## src/rtl/pn_frame_tx.sv

```systemverilog
// Serial test-pattern framer: a sync word followed by a PN7 payload, one bit
// per rising edge of a sys_clk-synchronous divided bit clock.
module pn_frame_tx #(
  parameter int                  SYNC_LEN    = 7,
  parameter logic [SYNC_LEN-1:0] SYNC_WORD   = 7'b1110010,
  parameter int                  PAYLOAD_LEN = 24,
  parameter logic [6:0]          PN_SEED     = 7'h7F,
  parameter int                  FCNT_W      = 8
) (
  input  logic              sys_clk,
  input  logic              reset,
  input  logic              bit_clk,
  input  logic              en,
  output logic              data_out,
  output logic              bit_stb,
  output logic              frame_start,
  output logic              in_payload,
  output logic [FCNT_W-1:0] frame_cnt
);

  localparam int SW = $clog2(SYNC_LEN);

  typedef enum logic [1:0] {
    IDLE    = 2'd0,
    SYNC    = 2'd1,
    PAYLOAD = 2'd2
  } state_t;

  state_t            state_reg, state_next;
  logic [7:0]        idx_reg, idx_next;
  logic [6:0]        lfsr_reg, lfsr_next;
  logic              data_reg, data_next;
  logic              stb_reg, stb_next;
  logic              fs_reg, fs_next;
  logic              ip_reg, ip_next;
  logic [FCNT_W-1:0] cnt_reg, cnt_next;
  logic              bclk_d_reg;
  logic              tick;
  logic [7:0]        sync_sel;
  logic [6:0]        lfsr_adv;

  // bit_clk is generated by flops on sys_clk, so a single delay stage suffices.
  assign tick     = bit_clk & ~bclk_d_reg;
  assign sync_sel = 8'(SYNC_LEN - 1) - idx_reg;
  // An all-zero state would lock up the LFSR; recover by reloading the seed.
  assign lfsr_adv = (lfsr_reg == 7'd0) ? PN_SEED : {lfsr_reg[5:0], lfsr_reg[6] ^ lfsr_reg[5]};

  always_ff @(posedge sys_clk or negedge reset) begin
    if (!reset) begin
      state_reg  <= IDLE;
      idx_reg    <= 8'd0;
      lfsr_reg   <= PN_SEED;
      data_reg   <= 1'b0;
      stb_reg    <= 1'b0;
      fs_reg     <= 1'b0;
      ip_reg     <= 1'b0;
      cnt_reg    <= '0;
      bclk_d_reg <= 1'b0;
    end else begin
      state_reg  <= state_next;
      idx_reg    <= idx_next;
      lfsr_reg   <= lfsr_next;
      data_reg   <= data_next;
      stb_reg    <= stb_next;
      fs_reg     <= fs_next;
      ip_reg     <= ip_next;
      cnt_reg    <= cnt_next;
      bclk_d_reg <= bit_clk;
    end
  end

  always_comb begin
    state_next = state_reg;
    idx_next   = idx_reg;
    lfsr_next  = lfsr_reg;
    data_next  = data_reg;
    stb_next   = 1'b0;
    fs_next    = 1'b0;
    ip_next    = ip_reg;
    cnt_next   = cnt_reg;
    if (tick) begin
      case (state_reg)
        IDLE: begin
          if (en) begin
            state_next = SYNC;
            data_next  = SYNC_WORD[SYNC_LEN-1];
            fs_next    = 1'b1;
            stb_next   = 1'b1;
            ip_next    = 1'b0;
            idx_next   = 8'd1;
          end
        end
        SYNC: begin
          stb_next = 1'b1;
          if (idx_reg == 8'(SYNC_LEN)) begin
            state_next = PAYLOAD;
            data_next  = lfsr_reg[6];
            lfsr_next  = lfsr_adv;
            ip_next    = 1'b1;
            idx_next   = 8'd1;
          end else begin
            data_next = SYNC_WORD[sync_sel[SW-1:0]];
            idx_next  = idx_reg + 8'd1;
          end
        end
        PAYLOAD: begin
          if (idx_reg == 8'(PAYLOAD_LEN)) begin
            cnt_next = cnt_reg + 1'b1;
            // Back-to-back frames: the closing tick already carries the next sync bit.
            if (en) begin
              state_next = SYNC;
              data_next  = SYNC_WORD[SYNC_LEN-1];
              fs_next    = 1'b1;
              stb_next   = 1'b1;
              ip_next    = 1'b0;
              idx_next   = 8'd1;
            end else begin
              state_next = IDLE;
              data_next  = 1'b0;
              ip_next    = 1'b0;
              idx_next   = 8'd0;
            end
          end else begin
            stb_next  = 1'b1;
            data_next = lfsr_reg[6];
            lfsr_next = lfsr_adv;
            idx_next  = idx_reg + 8'd1;
          end
        end
        default: begin
          state_next = IDLE;
          idx_next   = 8'd0;
          data_next  = 1'b0;
          ip_next    = 1'b0;
        end
      endcase
    end
  end

  assign data_out    = data_reg;
  assign bit_stb     = stb_reg;
  assign frame_start = fs_reg;
  assign in_payload  = ip_reg;
  assign frame_cnt   = cnt_reg;

endmodule

```

## config.mk

```make
export PLATFORM = sky130hd
export DESIGN_NAME = pn_frame_tx
export DESIGN_NICKNAME = d
export VERILOG_FILES = /design/src/rtl/pn_frame_tx.sv
export SDC_FILE = /design/constraint.sdc
export NUM_CORES = 1
export LEC_CHECK = 0
export CAP_MARGIN = 20
export CORE_MARGIN = 5
export CORE_UTILIZATION = 55
export CTS_CLUSTER_SIZE = 30
export DETAILED_ROUTE_END_ITERATION = 12
export HOLD_SLACK_MARGIN = 0.1
export MAX_ROUTING_LAYER = met4
export PLACE_DENSITY = 0.77
export SETUP_SLACK_MARGIN = 0.05
export SYNTH_ARGS = -nofsm -noshare
export SYNTH_HDL_FRONTEND = slang
export SYNTH_SLANG_ARGS = --single-unit
```

## constraint.sdc

```tcl
create_clock -name sys_clk -period 2.55 [get_ports sys_clk]
set_clock_uncertainty 0.15 [all_clocks]
set_input_delay 0.51 -clock sys_clk [delete_from_list [all_inputs] [get_ports sys_clk]]
set_output_delay 0.51 -clock sys_clk [all_outputs]
set_load 0.05 [all_outputs]
```

==> metrics.json, run 1 <==
{
  "outcome": {"value": "completed"},
  "coreArea": {"value": 2760, "unit": "sq um"},
  "maxCapViolations": {"value": 0},
  "grt_pass1_vias": {"value": 1312},
  "synth_most_common_cell": {"value": "sky130_fd_sc_hd__dfrtp_1"},
  "finalHoldViolations": {"value": 0},
  "yosys-top-cells-area": {"value": "sky130_fd_sc_hd__dfrtp_1 35%, sky130_fd_sc_hd__dfstp_2 12%, sky130_fd_sc_hd__o211ai_1 5.2%"},
  "seq_pwr_share": {"value": 0.477},
  "cp-end-kind": {"value": "output pin"},
  "timing.hold.ws": {"value": 0.333, "unit": "ns"},
  "final_period_minus_worst_setup_slack": {"value": 2.29, "unit": "ns"},
  "grt_max_degree": {"value": 30},
  "gates_resized_cts_repair": {"value": 0},
  "synth.area.mux_share": {"value": 0.0512},
  "dpl.hpwl": {"value": 2410, "unit": "um"},
  "yosys.area_share.adder": {"value": 0.0315},
  "totalWireLength": {"value": 3240, "unit": "um"},
  "yosys-top-cells-count": {"value": "22 x sky130_fd_sc_hd__dfrtp_1, 18 x sky130_fd_sc_hd__nand2_1, 13 x sky130_fd_sc_hd__nor2_1"},
  "synth_top_family_by_area": {"value": "simple AND/OR/NAND/NOR gates"},
  "power.leakage": {"value": 0.848, "unit": "nW"},
  "setup.worst_path.class": {"value": "reg2out"},
  "syn_inst": {"value": 160},
  "crit_arrival": {"value": 1.63, "unit": "ns"},
  "mappedNetlistNets": {"value": 168},
  "worst_path_largest_cell_delay": {"value": 0.84, "unit": "ns"},
  "maxClockFrequency": {"value": 0.437, "unit": "GHz"},
  "cts-htree-levels": {"value": 2},
  "cp_num_buf_inv": {"value": 1},
  "n_fill_cell": {"value": 222},
  "clock_tree.root_cell": {"value": "sky130_fd_sc_hd__clkbuf_4"},
  "worst_slew_pin_slew": {"value": 0.575, "unit": "ns"},
  "post-layout-total-power": {"value": 1.16, "unit": "mW"},
  "ir_worst_vdd": {"value": 0.754, "unit": "mV"},
  "num_io_pins": {"value": 16},
  "yosys.area.top_type_share": {"value": 0.346},
  "cp_cell_sequence": {"value": "clkdlybuf4s50_1"},
  "min_delay_worst_type": {"value": "reg2reg"},
  "num_vias": {"value": 1249},
  "synthesis.area_per_instance": {"value": 9.93, "unit": "sq um"},
  "std_cell_rows": {"value": 19},
  "synth_seq_area_share": {"value": 0.462},
  "detail_route.vias_per_cell": {"value": 5.81},
  "ys.flop_type": {"value": "sky130_fd_sc_hd__dfrtp_1"},
  "first_pass_grt_wire_length": {"value": 5920, "unit": "um"},
  "power.density": {"value": 617, "unit": "nW/um^2"},
  "critical_path.startpoint_type": {"value": "register"},
  "layout-drive-gt1-share": {"value": 0.136},
  "ctsHoldBuffers": {"value": 0},
  "gr-total-overflow": {"value": 0},
  "placed_cells_incl_taps": {"value": 207},
  "final-max-slew-violation-count": {"value": 0},
  "power.combinational.fraction": {"value": 0.189},
  "slew_headroom": {"value": 0.617},
  "drt_iter0_markers": {"value": 80},
  "synth_xor_area_frac": {"value": 0.0441},
  "rsz0062_at_grt": {"value": "false"},
  "swShare": {"value": 0.289},
  "floorplan.die.width": {"value": 63.8, "unit": "um"},
  "period_utilization_post_route": {"value": 0.897},
  "setup_total_negative_slack": {"value": 0, "unit": "ns"},
  "number_of_buffers_inserted_during_clock_tree_synthesis": {"value": 5},
  "path_delay_family": {"value": "buffers and inverters"},
  "grt_antenna_before_repair": {"value": 0},
  "clock_path_buffers": {"value": 2},
  "final-seq-area": {"value": 734, "unit": "sq um"},
  "post_layout_nonfiller_instances": {"value": 215},
  "synth-warning-count": {"value": 0},
  "drt_drc_violations_left": {"value": 0},
  "clkSlewWorstSetupHoldPaths": {"value": 0.09, "unit": "ns"},
  "critical_path_peak_fanout": {"value": 8},
  "place.gp.congestion": {"value": 0.881},
  "synthToLayoutAreaGrowth": {"value": 18.2, "unit": "%"},
  "power.net_switching": {"value": 0.335, "unit": "mW"},
  "synth_largest_area_cell": {"value": "sky130_fd_sc_hd__dfrtp_1"},
  "worst_skew_pair.late_latency": {"value": 0.32, "unit": "ns"},
  "synth.cell_area": {"value": 1590, "unit": "sq um"},
  "synth.ff_latch_count": {"value": 29},
  "wl_per_cell": {"value": 15.1, "unit": "um"},
  "diodes": {"value": 0},
  "internal-power": {"value": 0.823, "unit": "mW"},
  "tritoncts": {"value": "done"},
  "synth_compound_gate_area_share": {"value": 0.150},
  "drt.antenna.violating_nets": {"value": 0},
  "first_pass_iters": {"value": 4},
  "cp_data_required_time": {"value": 1.89, "unit": "ns"},
  "cts_setup_buffers": {"value": 0},
  "clkPwrFrac": {"value": 0.334},
  "synth_edf_count": {"value": 0},
  "yosys.area_share.simple": {"value": 0.228},
  "ys_async_sr_fraction": {"value": 1.00},
  "grt_usage": {"value": 0.190},
  "tritoncts_num_sinks": {"value": 29},
  "final_net_count": {"value": 191},
  "port_buffers": {"value": 15},
  "dieArea": {"value": 4060, "unit": "sq um"},
  "critPathSlowestCell": {"value": "sky130_fd_sc_hd__clkdlybuf4s50_1"},
  "floorplan.initialDensity": {"value": 0.576},
  "netlist-cell-type-count": {"value": 39},
  "finalSetupViolations": {"value": 0},
  "fp.dieH": {"value": 63.8, "unit": "um"},
  "multiInputGateArea": {"value": 802, "unit": "sq um"}
}
[power groups by stage]
| stage | Clock [mW] | Sequential, mW | Combinational [mW] |
|---|---|---|---|
| final | 0.387 | 0.553 | 0.219 |
| after global routing | 0.427 | 0.563 | 0.247 |
| after CTS | 0.401 | 0.551 | 0.221 |
| after detailed placement | 0 | 0.560 | 0.218 |
| after global placement | 0 | 0.557 | 0.212 |
| after floorplan | 0 | 0.575 | 0.130 |
[routing by layer]
| layer | global-route usage | up-vias | wire [um] |
|---|---|---|---|
| li1 | - | 623 | - |
| met1 | 0.242 | 589 | 1520 |
| met2 | 0.287 | 33 | 1540 |
| met3 | 0.0613 | 4 | 151 |
| met4 | 0.0675 | 0 | 35 |
| met5 | - | - | 0 |
[cell usage in the layout (no fill, tap or decap), types with 2 or more instances in the layout]
cell type	instances
sky130_fd_sc_hd__inv_1	10
sky130_fd_sc_hd__nor2b_1	2
sky130_fd_sc_hd__nand3_1	6
sky130_fd_sc_hd__or4_1	2
sky130_fd_sc_hd__nor3_1	4
sky130_fd_sc_hd__ha_1	4
sky130_fd_sc_hd__and3_1	2
sky130_fd_sc_hd__xor2_1	4
sky130_fd_sc_hd__nand2_1	18
sky130_fd_sc_hd__nor2_1	13
sky130_fd_sc_hd__dfrtp_1	22
sky130_fd_sc_hd__o211ai_1	11
sky130_fd_sc_hd__nor4_1	2
sky130_fd_sc_hd__nand2b_1	5
sky130_fd_sc_hd__o31ai_1	2
sky130_fd_sc_hd__a22o_1	2
sky130_fd_sc_hd__o21ai_0	7
sky130_fd_sc_hd__clkbuf_4	5
sky130_fd_sc_hd__xnor2_1	4
sky130_fd_sc_hd__clkdlybuf4s50_1	15
sky130_fd_sc_hd__buf_4	4
sky130_fd_sc_hd__and4b_1	2
sky130_fd_sc_hd__mux2i_1	7
sky130_fd_sc_hd__a21boi_0	2
sky130_fd_sc_hd__a21oi_1	5
sky130_fd_sc_hd__dfstp_2	7
[final cells by class]
cell class                      instances  share of cell area
Timing Repair Buffer                   19              0.0959
Inverter                               10              0.0200
Sequential cell                        29               0.391
Clock buffer                            7              0.0293
Tap cell                               31              0.0207
Clock inverter                          1              0.0160
Multi-Input combinational cell        118               0.427
[logic make-up (layout without fill, tap and decap cells)]
kind of cell	after synthesis	after routing
multiplexers	8	8
adder cells (fa/ha/maj)	4	4
AND/OR/NAND/NOR	64	64
AO/OA/AOI/OAI	34	34
XOR/XNOR	8	8
flip-flops	29	29
buffers and inverters	13	37
[per-stage QoR]
| stage | instance area [sq um] | util | worst slack, ns |
|---|---|---|---|
| final | 1880 | 0.681 | 0.262 |
| after global routing | 1880 | 0.681 | 0.169 |
| after CTS | 1880 | 0.681 | 0.234 |
| after detailed placement | 1790 | 0.650 | 0.260 |
| after global placement | 1790 | 0.650 | 0.358 |
| after floorplan | 1590 | - | 0.461 |
[path summary, 6_finish.rpt]
check,startpoint,end,slack [ns],cells after the start
worst min-delay path,lfsr_reg[4],lfsr_reg[4],0.33,2
worst max register to register,idx_reg[0],lfsr_reg[5],0.33,5
max in group asynchronous,reset,lfsr_reg[1],1.53,2
min in group asynchronous,reset,idx_reg[6],0.41,2
worst max-delay path,state_reg[1],in_payload,0.26,1
worst min register to register,lfsr_reg[4],lfsr_reg[4],0.33,2
Power figures use the tool's default switching activity.
==> run 2: changes to the inputs <==
--- a/config.mk
+++ b/config.mk
@@ -5,9 +5,11 @@
 export SDC_FILE = /design/constraint.sdc
 export NUM_CORES = 1
 export LEC_CHECK = 0
+export ABC_CLOCK_PERIOD_IN_PS = 2670
 export CAP_MARGIN = 20
 export CORE_MARGIN = 5
 export CORE_UTILIZATION = 55
+export CTS_BUF_LIST = sky130_fd_sc_hd__clkbuf_4
 export CTS_CLUSTER_SIZE = 30
 export DETAILED_ROUTE_END_ITERATION = 12
 export HOLD_SLACK_MARGIN = 0.1
==> constraint.sdc (replaced) <==
create_clock -name sys_clk -period 2.67 [get_ports sys_clk]
set_clock_uncertainty 0.15 [all_clocks]
set_input_delay 0.534 -clock sys_clk [delete_from_list [all_inputs] [get_ports sys_clk]]
set_output_delay 0.534 -clock sys_clk [all_outputs]
set_load 0.05 [all_outputs]
==> run 2 against run 1 <==
  * Setup slack better by 0.088 ns
  * Sequential share of layout area grew 0.80 points
  * Critical path type unchanged
  * Sequential power fell by 4.9%
  * Final cell count fell by 0.47%
  * Combinational power is 4% lower
  * Die area did not move
  * Largest cell class unchanged
  * Non-clock buffer count down 1
  * First-iteration DRC count shrank 10%
==> metrics.json, run 2 (same netlist as run 1, synthesis figures left out) <==
{
  "gr-total-overflow": {"value": 0, "change": "unchanged"},
  "cts-htree-levels": {"value": 2, "change": "unchanged"},
  "drt.antenna.violating_nets": {"value": 0, "change": "unchanged"},
  "clkSlewWorstSetupHoldPaths": {"value": 0.09, "unit": "ns", "change": "about the same"},
  "finalHoldViolations": {"value": 0, "change": "unchanged"},
  "dieArea": {"value": 4060, "unit": "sq um", "change": "unchanged"},
  "route.top_layer_used": {"value": "met4", "change": "unchanged"},
  "layout-drive-gt1-share": {"value": 0.137, "change": "was 0.136"},
  "period_utilization_post_route": {"value": 0.869},
  "power.density": {"value": 538, "unit": "nW/um^2", "change": "was 617 nW/um^2"},
  "placed_cells_incl_taps": {"value": 206, "change": "was 207"},
  "tritoncts": {"value": "done", "change": "unchanged"},
  "std_cell_rows": {"value": 19, "change": "unchanged"},
  "setup.worst_path.start": {"value": "state_reg[1]", "change": "unchanged"},
  "n_fill_cell": {"value": 214, "change": "was 222"},
  "met3RoutedLength": {"value": 122, "unit": "um", "change": "was 151 um"},
  "final-max-slew-violation-count": {"value": 0, "change": "unchanged"},
  "ir_worst_vdd": {"value": 0.439, "unit": "mV", "change": "was 0.754 mV"},
  "gates_resized_cts_repair": {"value": 0, "change": "unchanged"},
  "clock_tree.root_cell": {"value": "sky130_fd_sc_hd__clkbuf_4", "change": "unchanged"},
  "first_pass_grt_wire_length": {"value": 5840, "unit": "um", "change": "was 5920 um"},
  "worst_path_largest_cell_delay": {"value": 0.85, "unit": "ns", "change": "was 0.84 ns"},
  "critPathSlowestCell": {"value": "sky130_fd_sc_hd__clkdlybuf4s50_1", "change": "unchanged"},
  "floorplan.initialDensity": {"value": 0.576, "change": "unchanged"},
  "timing.hold.worst.start": {"value": "lfsr_reg[4]", "change": "unchanged"},
  "coreArea": {"value": 2760, "unit": "sq um", "change": "unchanged"},
  "number_of_buffers_inserted_during_clock_tree_synthesis": {"value": 5, "change": "unchanged"},
  "final_net_count": {"value": 190, "change": "was 191"},
  "power.leakage": {"value": 0.832, "unit": "nW", "change": "was 0.848 nW"},
  "wl_per_cell": {"value": 14.9, "unit": "um", "change": "was 15.1 um"},
  "min_delay_worst_type": {"value": "reg2reg", "change": "unchanged"},
  "diodes": {"value": 0, "change": "unchanged"},
  "grt_pass1_vias": {"value": 1258, "change": "was 1312"},
  "critical_path_peak_fanout": {"value": 8, "change": "unchanged"},
  "path_delay_family": {"value": "buffers and inverters", "change": "unchanged"},
  "dpl.hpwl": {"value": 2380, "unit": "um", "change": "was 2410 um"},
  "grt_max_degree": {"value": 30, "change": "unchanged"},
  "critical_path.startpoint_type": {"value": "register", "change": "unchanged"},
  "cp_data_required_time": {"value": 1.99, "unit": "ns", "change": "was 1.89 ns"},
  "layout.cells.most_common_list": {"value": "22 x sky130_fd_sc_hd__dfrtp_1, 18 x sky130_fd_sc_hd__nand2_1, 15 x sky130_fd_sc_hd__clkdlybuf4s50_1", "change": "unchanged"},
  "floorplan.die.width": {"value": 63.8, "unit": "um", "change": "unchanged"},
  "rsz0062_at_grt": {"value": "false", "change": "unchanged"},
  "met1_length": {"value": 1460, "unit": "um", "change": "was 1520 um"},
  "outcome": {"value": "completed", "change": "unchanged"},
  "setup.worst_path.class": {"value": "reg2out", "change": "unchanged"},
  "grt_usage": {"value": 0.186, "change": "was 0.190"},
  "fp.dieH": {"value": 63.8, "unit": "um", "change": "unchanged"},
  "detail_route.vias_per_cell": {"value": 5.83, "change": "was 5.81"},
  "cp-end-kind": {"value": "output pin", "change": "unchanged"},
  "maxClockFrequency": {"value": 0.431, "unit": "GHz"},
  "placed_area": {"value": 1790, "unit": "sq um", "change": "about the same"},
  "cp_cell_sequence": {"value": "clkdlybuf4s50_1", "change": "unchanged"},
  "reg2reg_from": {"value": "idx_reg[5]", "change": "was idx_reg[0]"},
  "place.gp.congestion": {"value": 0.875, "change": "was 0.881"},
  "synthToLayoutAreaGrowth": {"value": 15.8, "unit": "%", "change": "was 18.2%"},
  "post-layout-total-power": {"value": 0.990, "unit": "mW", "change": "was 1.16 mW"},
  "cts_setup_buffers": {"value": 0, "change": "unchanged"},
  "setup_total_negative_slack": {"value": 0, "unit": "ns", "change": "unchanged"},
  "routed-wl-met2": {"value": 1550, "unit": "um", "change": "was 1540 um"},
  "final_common_cell": {"value": "sky130_fd_sc_hd__dfrtp_1", "change": "unchanged"},
  "post_layout_nonfiller_instances": {"value": 214, "change": "was 215"},
  "port_buffers": {"value": 15, "change": "unchanged"},
  "finalSetupViolations": {"value": 0, "change": "unchanged"},
  "tritoncts_num_sinks": {"value": 29, "change": "unchanged"},
  "drt_drc_violations_left": {"value": 0, "change": "unchanged"},
  "clock_path_buffers": {"value": 2, "change": "unchanged"},
  "maxCapViolations": {"value": 0, "change": "unchanged"},
  "drt_iter0_markers": {"value": 72, "change": "was 80"},
  "worst_slew_pin_slew": {"value": 0.675, "unit": "ns", "change": "was 0.575 ns"},
  "slew_headroom": {"value": 0.547, "change": "was 0.617"},
  "final_period_minus_worst_setup_slack": {"value": 2.32, "unit": "ns"},
  "finalInstanceArea": {"value": 1840, "unit": "sq um", "change": "was 1880 sq um"},
  "crit_arrival": {"value": 1.64, "unit": "ns", "change": "was 1.63 ns"},
  "first_pass_iters": {"value": 4, "change": "unchanged"},
  "totalWireLength": {"value": 3200, "unit": "um", "change": "was 3240 um"},
  "ctsHoldBuffers": {"value": 0, "change": "unchanged"},
  "num_vias": {"value": 1247, "change": "was 1249"},
  "cp_num_buf_inv": {"value": 1, "change": "unchanged"},
  "num_io_pins": {"value": 16, "change": "unchanged"},
  "grt_antenna_before_repair": {"value": 0, "change": "unchanged"},
  "worst_skew_pair.late_latency": {"value": 0.32, "unit": "ns", "change": "about the same"}
}
[run 2: changes by cell type in the layout (fill, tap and decap cells not counted)]
cell                        previous run  this run
sky130_fd_sc_hd__clkbuf_8              1         0
sky130_fd_sc_hd__bufinv_16             1         0
sky130_fd_sc_hd__clkbuf_1              1         0
sky130_fd_sc_hd__buf_4                 4         3
sky130_fd_sc_hd__clkinv_2              0         2
sky130_fd_sc_hd__clkbuf_4              5         6
[run 2: final timing paths]
check                                to  slack [ns]  cells after the start
max                          in_payload        0.35                      1
min                         lfsr_reg[4]        0.33                      2
max reg2reg                  idx_reg[5]        0.41                      4
min reg2reg                 lfsr_reg[4]        0.33                      2
max in group asynchronous   lfsr_reg[6]        1.61                      2
min in group asynchronous  frame_cnt[3]        0.44                      2
[run 2: worst min-delay path: cells and delay by family, from the launching register on]
| family | cells | cell delay (ns) |
|---|---|---|
| buffers and inverters | 1 | 0.04 |
| DFF | 1 | 0.38 |
| muxes | 1 | 0.06 |
[run 2: layer usage]
metal | global-route usage | up-vias
met5 | - | -
met4 | 0.0805 | 0
li1 | - | 618
met1 | 0.234 | 592
met3 | 0.0560 | 6
met2 | 0.278 | 31
[run 2: cell type report]
cell class	instances	area, sq um	area share
Sequential cell	29	734	0.399
Clock inverter	2	10.0	0.00544
Tap cell	31	38.8	0.0211
Inverter	10	37.5	0.0204
Multi-Input combinational cell	118	802	0.436
Timing Repair Buffer	18	173	0.0938
Clock buffer	6	45.0	0.0245
[run 2: where the power goes]
part	switching [mW]	total [mW]	internal [mW]
logic	0.124	0.210	0.0858
registers	0.0487	0.526	0.477
clock network	0.143	0.254	0.110
total	0.316	0.990	0.673
[run 2: metrics by stage]
step                 util  hold WS (ns)  setup slack, ns
floorplan               -        0.0884            0.581
global placement    0.647         0.312            0.454
detailed placement  0.647         0.322            0.392
CTS                 0.667         0.336            0.331
global route        0.667         0.365            0.243
finish              0.667         0.331            0.351
